`src/rtl/regfile_pkg.sv`:
```
// Shared widths, register-number/data types and fetch FSM states for the
// operand-fetch stage that sits in front of the 8x16 register file.
package regfile_pkg;

    localparam int DATA_W = 16;
    localparam int REG_AW = 3;

    typedef enum logic [1:0] {
        IDLE,
        RD_A,
        RD_B,
        HOLD
    } fetch_state_t;

    typedef logic [REG_AW-1:0] reg_num_t;
    typedef logic [DATA_W-1:0] reg_data_t;

endpackage

```
`src/rtl/operand_sel.sv`:
```
// Chooses the value captured for an operand: register-file read data, or the
// writeback data landing in that same register this cycle (OPERAND_FETCH_BYPASS_EN).
module operand_sel
    import regfile_pkg::*;
(
    input  reg_num_t  rs,
    input  reg_data_t rf_data,
    input  logic      wb_valid,
    input  reg_num_t  wb_rd,
    input  reg_data_t wb_data,
    output reg_data_t sel_data
);

`ifdef OPERAND_FETCH_BYPASS_EN
    // The file commits wb_data on the same edge that captures the operand, so
    // rf_data still shows the old value; forward the new one instead.
    assign sel_data = (wb_valid && (wb_rd == rs)) ? wb_data : rf_data;
`else
    logic unused_bypass;
    assign unused_bypass = ^{rs, wb_valid, wb_rd, wb_data};
    assign sel_data      = rf_data;
`endif

endmodule

```
`src/rtl/operand_fetch.sv`:
```
// Operand-fetch stage: reads rs_a then rs_b through the single register-file read
// port and holds the pair for the ALU. Optional forwarding: OPERAND_FETCH_BYPASS_EN.
module operand_fetch
    import regfile_pkg::*;
(
    input  logic              clk,
    input  logic              reset,
    input  logic              req_valid,
    output logic              req_ready,
    input  logic [REG_AW-1:0] req_rs_a,
    input  logic [REG_AW-1:0] req_rs_b,
    output logic              out_valid,
    input  logic              out_ready,
    output logic [DATA_W-1:0] out_a,
    output logic [DATA_W-1:0] out_b,
    input  logic              wb_valid,
    input  logic [REG_AW-1:0] wb_rd,
    input  logic [DATA_W-1:0] wb_data,
    output logic [REG_AW-1:0] rf_readnum,
    input  logic [DATA_W-1:0] rf_data,
    output logic              rf_write,
    output logic [REG_AW-1:0] rf_wnum,
    output logic [DATA_W-1:0] rf_wdata
);

    fetch_state_t state_reg;
    reg_num_t     rs_a_reg;
    reg_num_t     rs_b_reg;
    reg_data_t    a_reg;
    reg_data_t    b_reg;
    logic         req_ready_reg;
    logic         out_valid_reg;
    reg_data_t    sel_data;

    // Writeback never waits on the fetch FSM, not even in reset.
    assign rf_write = wb_valid;
    assign rf_wnum  = wb_rd;
    assign rf_wdata = wb_data;

    always_comb begin
        rf_readnum = '0;
        case (state_reg)
            RD_A:    rf_readnum = rs_a_reg;
            RD_B:    rf_readnum = rs_b_reg;
            default: rf_readnum = '0;
        endcase
    end

    operand_sel u_operand_sel (
        .rs       (rf_readnum),
        .rf_data  (rf_data),
        .wb_valid (wb_valid),
        .wb_rd    (wb_rd),
        .wb_data  (wb_data),
        .sel_data (sel_data)
    );

    always_ff @(posedge clk or posedge reset) begin
        if (reset) begin
            state_reg     <= IDLE;
            rs_a_reg      <= '0;
            rs_b_reg      <= '0;
            a_reg         <= '0;
            b_reg         <= '0;
            req_ready_reg <= 1'b1;
            out_valid_reg <= 1'b0;
        end else begin
            case (state_reg)
                IDLE: begin
                    if (req_valid) begin
                        rs_a_reg      <= req_rs_a;
                        rs_b_reg      <= req_rs_b;
                        req_ready_reg <= 1'b0;
                        state_reg     <= RD_A;
                    end
                end
                RD_A: begin
                    a_reg     <= sel_data;
                    state_reg <= RD_B;
                end
                RD_B: begin
                    b_reg         <= sel_data;
                    out_valid_reg <= 1'b1;
                    state_reg     <= HOLD;
                end
                HOLD: begin
                    if (out_ready) begin
                        out_valid_reg <= 1'b0;
                        req_ready_reg <= 1'b1;
                        state_reg     <= IDLE;
                    end
                end
                default: begin
                    out_valid_reg <= 1'b0;
                    req_ready_reg <= 1'b1;
                    state_reg     <= IDLE;
                end
            endcase
        end
    end

    assign req_ready = req_ready_reg;
    assign out_valid = out_valid_reg;
    assign out_a     = a_reg;
    assign out_b     = b_reg;

endmodule

```
`config.mk`:
```
export PLATFORM = sky130hd
export DESIGN_NAME = operand_fetch
export DESIGN_NICKNAME = d
export VERILOG_FILES = /design/src/rtl/regfile_pkg.sv /design/src/rtl/operand_sel.sv /design/src/rtl/operand_fetch.sv
export SDC_FILE = /design/constraint.sdc
export NUM_CORES = 1
export LEC_CHECK = 0
export ABC_CLOCK_PERIOD_IN_PS = 1350
export CAP_MARGIN = 40
export CORE_UTILIZATION = 35
export DETAILED_ROUTE_END_ITERATION = 6
export GPL_TIMING_DRIVEN = 0
export HOLD_SLACK_MARGIN = 0.02
export PLACE_DENSITY = 0.84
export SYNTH_ARGS = -nofsm -noshare
export SYNTH_HDL_FRONTEND = slang
export SYNTH_SLANG_ARGS = --single-unit
```
`constraint.sdc`:
```
create_clock -name clk -period 1.35 [get_ports clk]
set_input_delay 0.405 -clock clk [delete_from_list [all_inputs] [get_ports clk]]
set_output_delay 0.405 -clock clk [all_outputs]
set_load 0.05 [all_outputs]
```
==> run metrics <==
DR WL/cell=13.84 um; Simple-Gate Fraction of Synth Area=1.516%; CP Class=register to output pin; Final Hold Fails=0; multiplexer share of the synthesized area=27.48%; instance area at placement=2999 um2; violated checks=setup timing; via count=1384; Crit Path Max Fanout=4; vias in the first global route=1400; switching share of total power=44.68%; Cell Rows=27; # diodes=0; largest family of logic cells by synthesized area=multiplexers; Root Driver=clkbuf_8; TritonCTS clock tree=yes; startpoint types=register; Hold Path Class=primary input to asynchronous set/reset pin; vias per inst=4.436; Max Clock Freq=540.5 MHz; post-route worst setup slack=-0.5000 ns; Post-DP HPWL=3.030 mm; Synth Area in XOR/XNOR=0%; Power Density=2946 nW/um2; max_cap viols=0; outcome=finished, violations left; Die Area=5964 um2; CTS Sinks=42; crit share post-route=137.0%; Worst Setup SP=state_reg[1]; yosys warns=0; Placed Cells=288; post-route ant nets=0; Synth Area in Compound Gates=2.211%; Die W=77.23 um; nets=292; worst slack, placed=-0.9099 ns; Syn Nets=186; pin count of the biggest net entering global routing=24; Critical Path RT=0.95 ns; clock latency on the worst-skew pair=0.29 ns; unrepaired setup endpoints after global routing=true; Slew headroom=66.63%; DR DRC count=0; Pint=5.380 mW; initial DRC count=41; Gate Count Post-Synth=133; number of distinct library cells after synthesis=17; post-synthesis adder-cell area fraction=4.422%; Slew @ Worst Pin=0.4995 ns; first-pass GRT wire length=7.017 mm; share of cells above drive strength 1=68.33%; Routed WL=4.319 mm; clk buf depth=2; sequential element share of the synthesized area=53.13%; hold_buf cts=0; clock-pin slew on the worst setup and hold paths=0.08 ns; Fillers=447; fraction of power consumed by sequential logic=24.2%; reg2reg start=state_reg[1]; Port-buffer cells=82; initial antenna violation count=0; max incr delay on CP=0.44 ns; Sw Pwr=4.345 mW; CTS buffer count=5; Non-Filler Instances=312; Critical Path Sink Type=output pin; core footprint=5473 um2; P&R area growth vs syn=66.65%; setup violators final=38; Logic pwr share=65.6%; Clock power frac=10.1%; crit-path cells=buf_4 > ha_4 > a22oi_2 > nor2b_4 > buf_6; RD Place Congestion=0.6499; clock skew=0.003809 ns; Die Y-Extent=77.23 um; number of I/O pins=103; final core area utilization=60.31%; Static Leak=1.514 nW; WP data arrival=1.44 ns; gr ovfl total=0; mapped cell area=1981 um2; Crit-path slowest cell=dfrtp_2; Overall Global Routing Usage=15.01%; htree depth=2; Initial Util=36.19%; register bit total from synthesis=42; count of pins over their slew limit=0; DR pass1 iterations=4; peak supply drop=1.271 mV; fin crit period=1.850 ns; Post-Syn Area per Cell=14.89 um2; final instance area=3301 um2
[layout make-up]
type / instances / area (um2) / share of cell area, %
Sequential cell: 42 / 1055 / 31.96
Timing Repair Buffer: 101 / 980.9 / 29.72
Multi-Input combinational cell: 62 / 849.6 / 25.74
Buffer: 22 / 190.2 / 5.762
Tap cell: 72 / 90.09 / 2.729
Clock buffer: 6 / 72.57 / 2.199
Clock inverter: 2 / 37.54 / 1.137
Inverter: 5 / 25.02 / 0.7581
[power by group through the flow]
stage                     registers [mW]  logic, mW  clock network [mW]
after CTS                           2.35       6.10                1.01
final                               2.36       6.38               0.984
after global routing                2.45       6.67                1.06
after detailed placement            2.38       5.77                   0
after global placement              2.35       5.67                   0
after floorplan                     4.17       2.33                   0
[through the flow]
stage          setup TNS [ns]  power, mW  hold WS [ns]
2_1_floorplan          -1.016      6.503        0.3961
3_3_place_gp           -24.62      8.023        0.4817
3_5_place_dp           -19.90      8.153        0.4852
4_1_cts                -5.289      9.462        0.4891
5_1_grt                -7.341      10.18        0.5161
6_report               -5.773      9.725        0.4831
[worst max-delay path: cells and delay by family (launching register included)]
kind	cells	cell delay [ns]
adders and majority gates	1	0.16
and+or+nand+nor	1	0.06
DFF	1	0.44
AOI/OAI and AO/OA	1	0.20
buffers and inverters	2	0.30
[Yosys cell counts (all sizes together)]
library cell	instances	share of area, %
o21ai	1	0.25
nand2	2	0.38
mux2i	3	1.5
ha	7	4.4
a21oi	2	0.51
nor2b	3	0.95
dfrtp	41	52
buf	24	10
inv	5	0.95
dfstp	1	1.3
o22ai	1	0.32
nor2	1	0.19
mux2	39	26
a22oi	3	1.1
[cells by family after synthesis]
family	after synthesis
AO/OA/AOI/OAI	7
adder cells (fa/ha/maj)	7
buffers and inverters	29
flip-flops	42
multiplexers	42
AND/OR/NAND/NOR	6
[layout by cell type, fill, tap and decap left out, types with 2 or more instances in the layout]
cell type        count
dfrtp_1             39
buf_4               29
mux2_4              26
clkdlybuf4s50_1     25
clkbuf_4            25
clkdlybuf4s15_2     20
mux2_2              13
buf_2                8
buf_6                8
ha_4                 5
clkbuf_8             5
mux2i_1              3
buf_12               3
a22oi_2              3
nor2b_4              3
buf_8                3
inv_2                2
clkinvlp_4           2
a21oi_1              2
ha_1                 2
buf_16               2
dfrtp_2              2
[worst paths after layout]
| kind | slack, ns | cells past startpoint | endpoint |
|---|---|---|---|
| worst max-delay path | -0.50 | 5 | rf_readnum[1] |
| worst min-delay path | 0.48 | 2 | out_a[5] |
| worst max register to register | -0.29 | 7 | out_b[0] |
| worst min register to register | 0.49 | 2 | out_valid |
| max in group asynchronous | 0.41 | 3 | out_a[9] |
| min in group clk | 0.49 | 2 | out_valid |
[timing repair]
item	4_1_cts	5_1_grt
buffers inserted	15	3
hold endpoints to repair	0	0
gates cloned	1	0
gates resized for setup	278	30
endpoints found under the setup margin	84	63
pin swaps	7	4
[per-layer routing]
metal | GRT usage [%] | share of wire [%]
met2 | 25.58 | 49
met1 | 18.33 | 42
met5 | 0 | 0
met4 | 3.962 | 1.0
met3 | 4.524 | 7.7
Power figures use the tool's default switching activity.
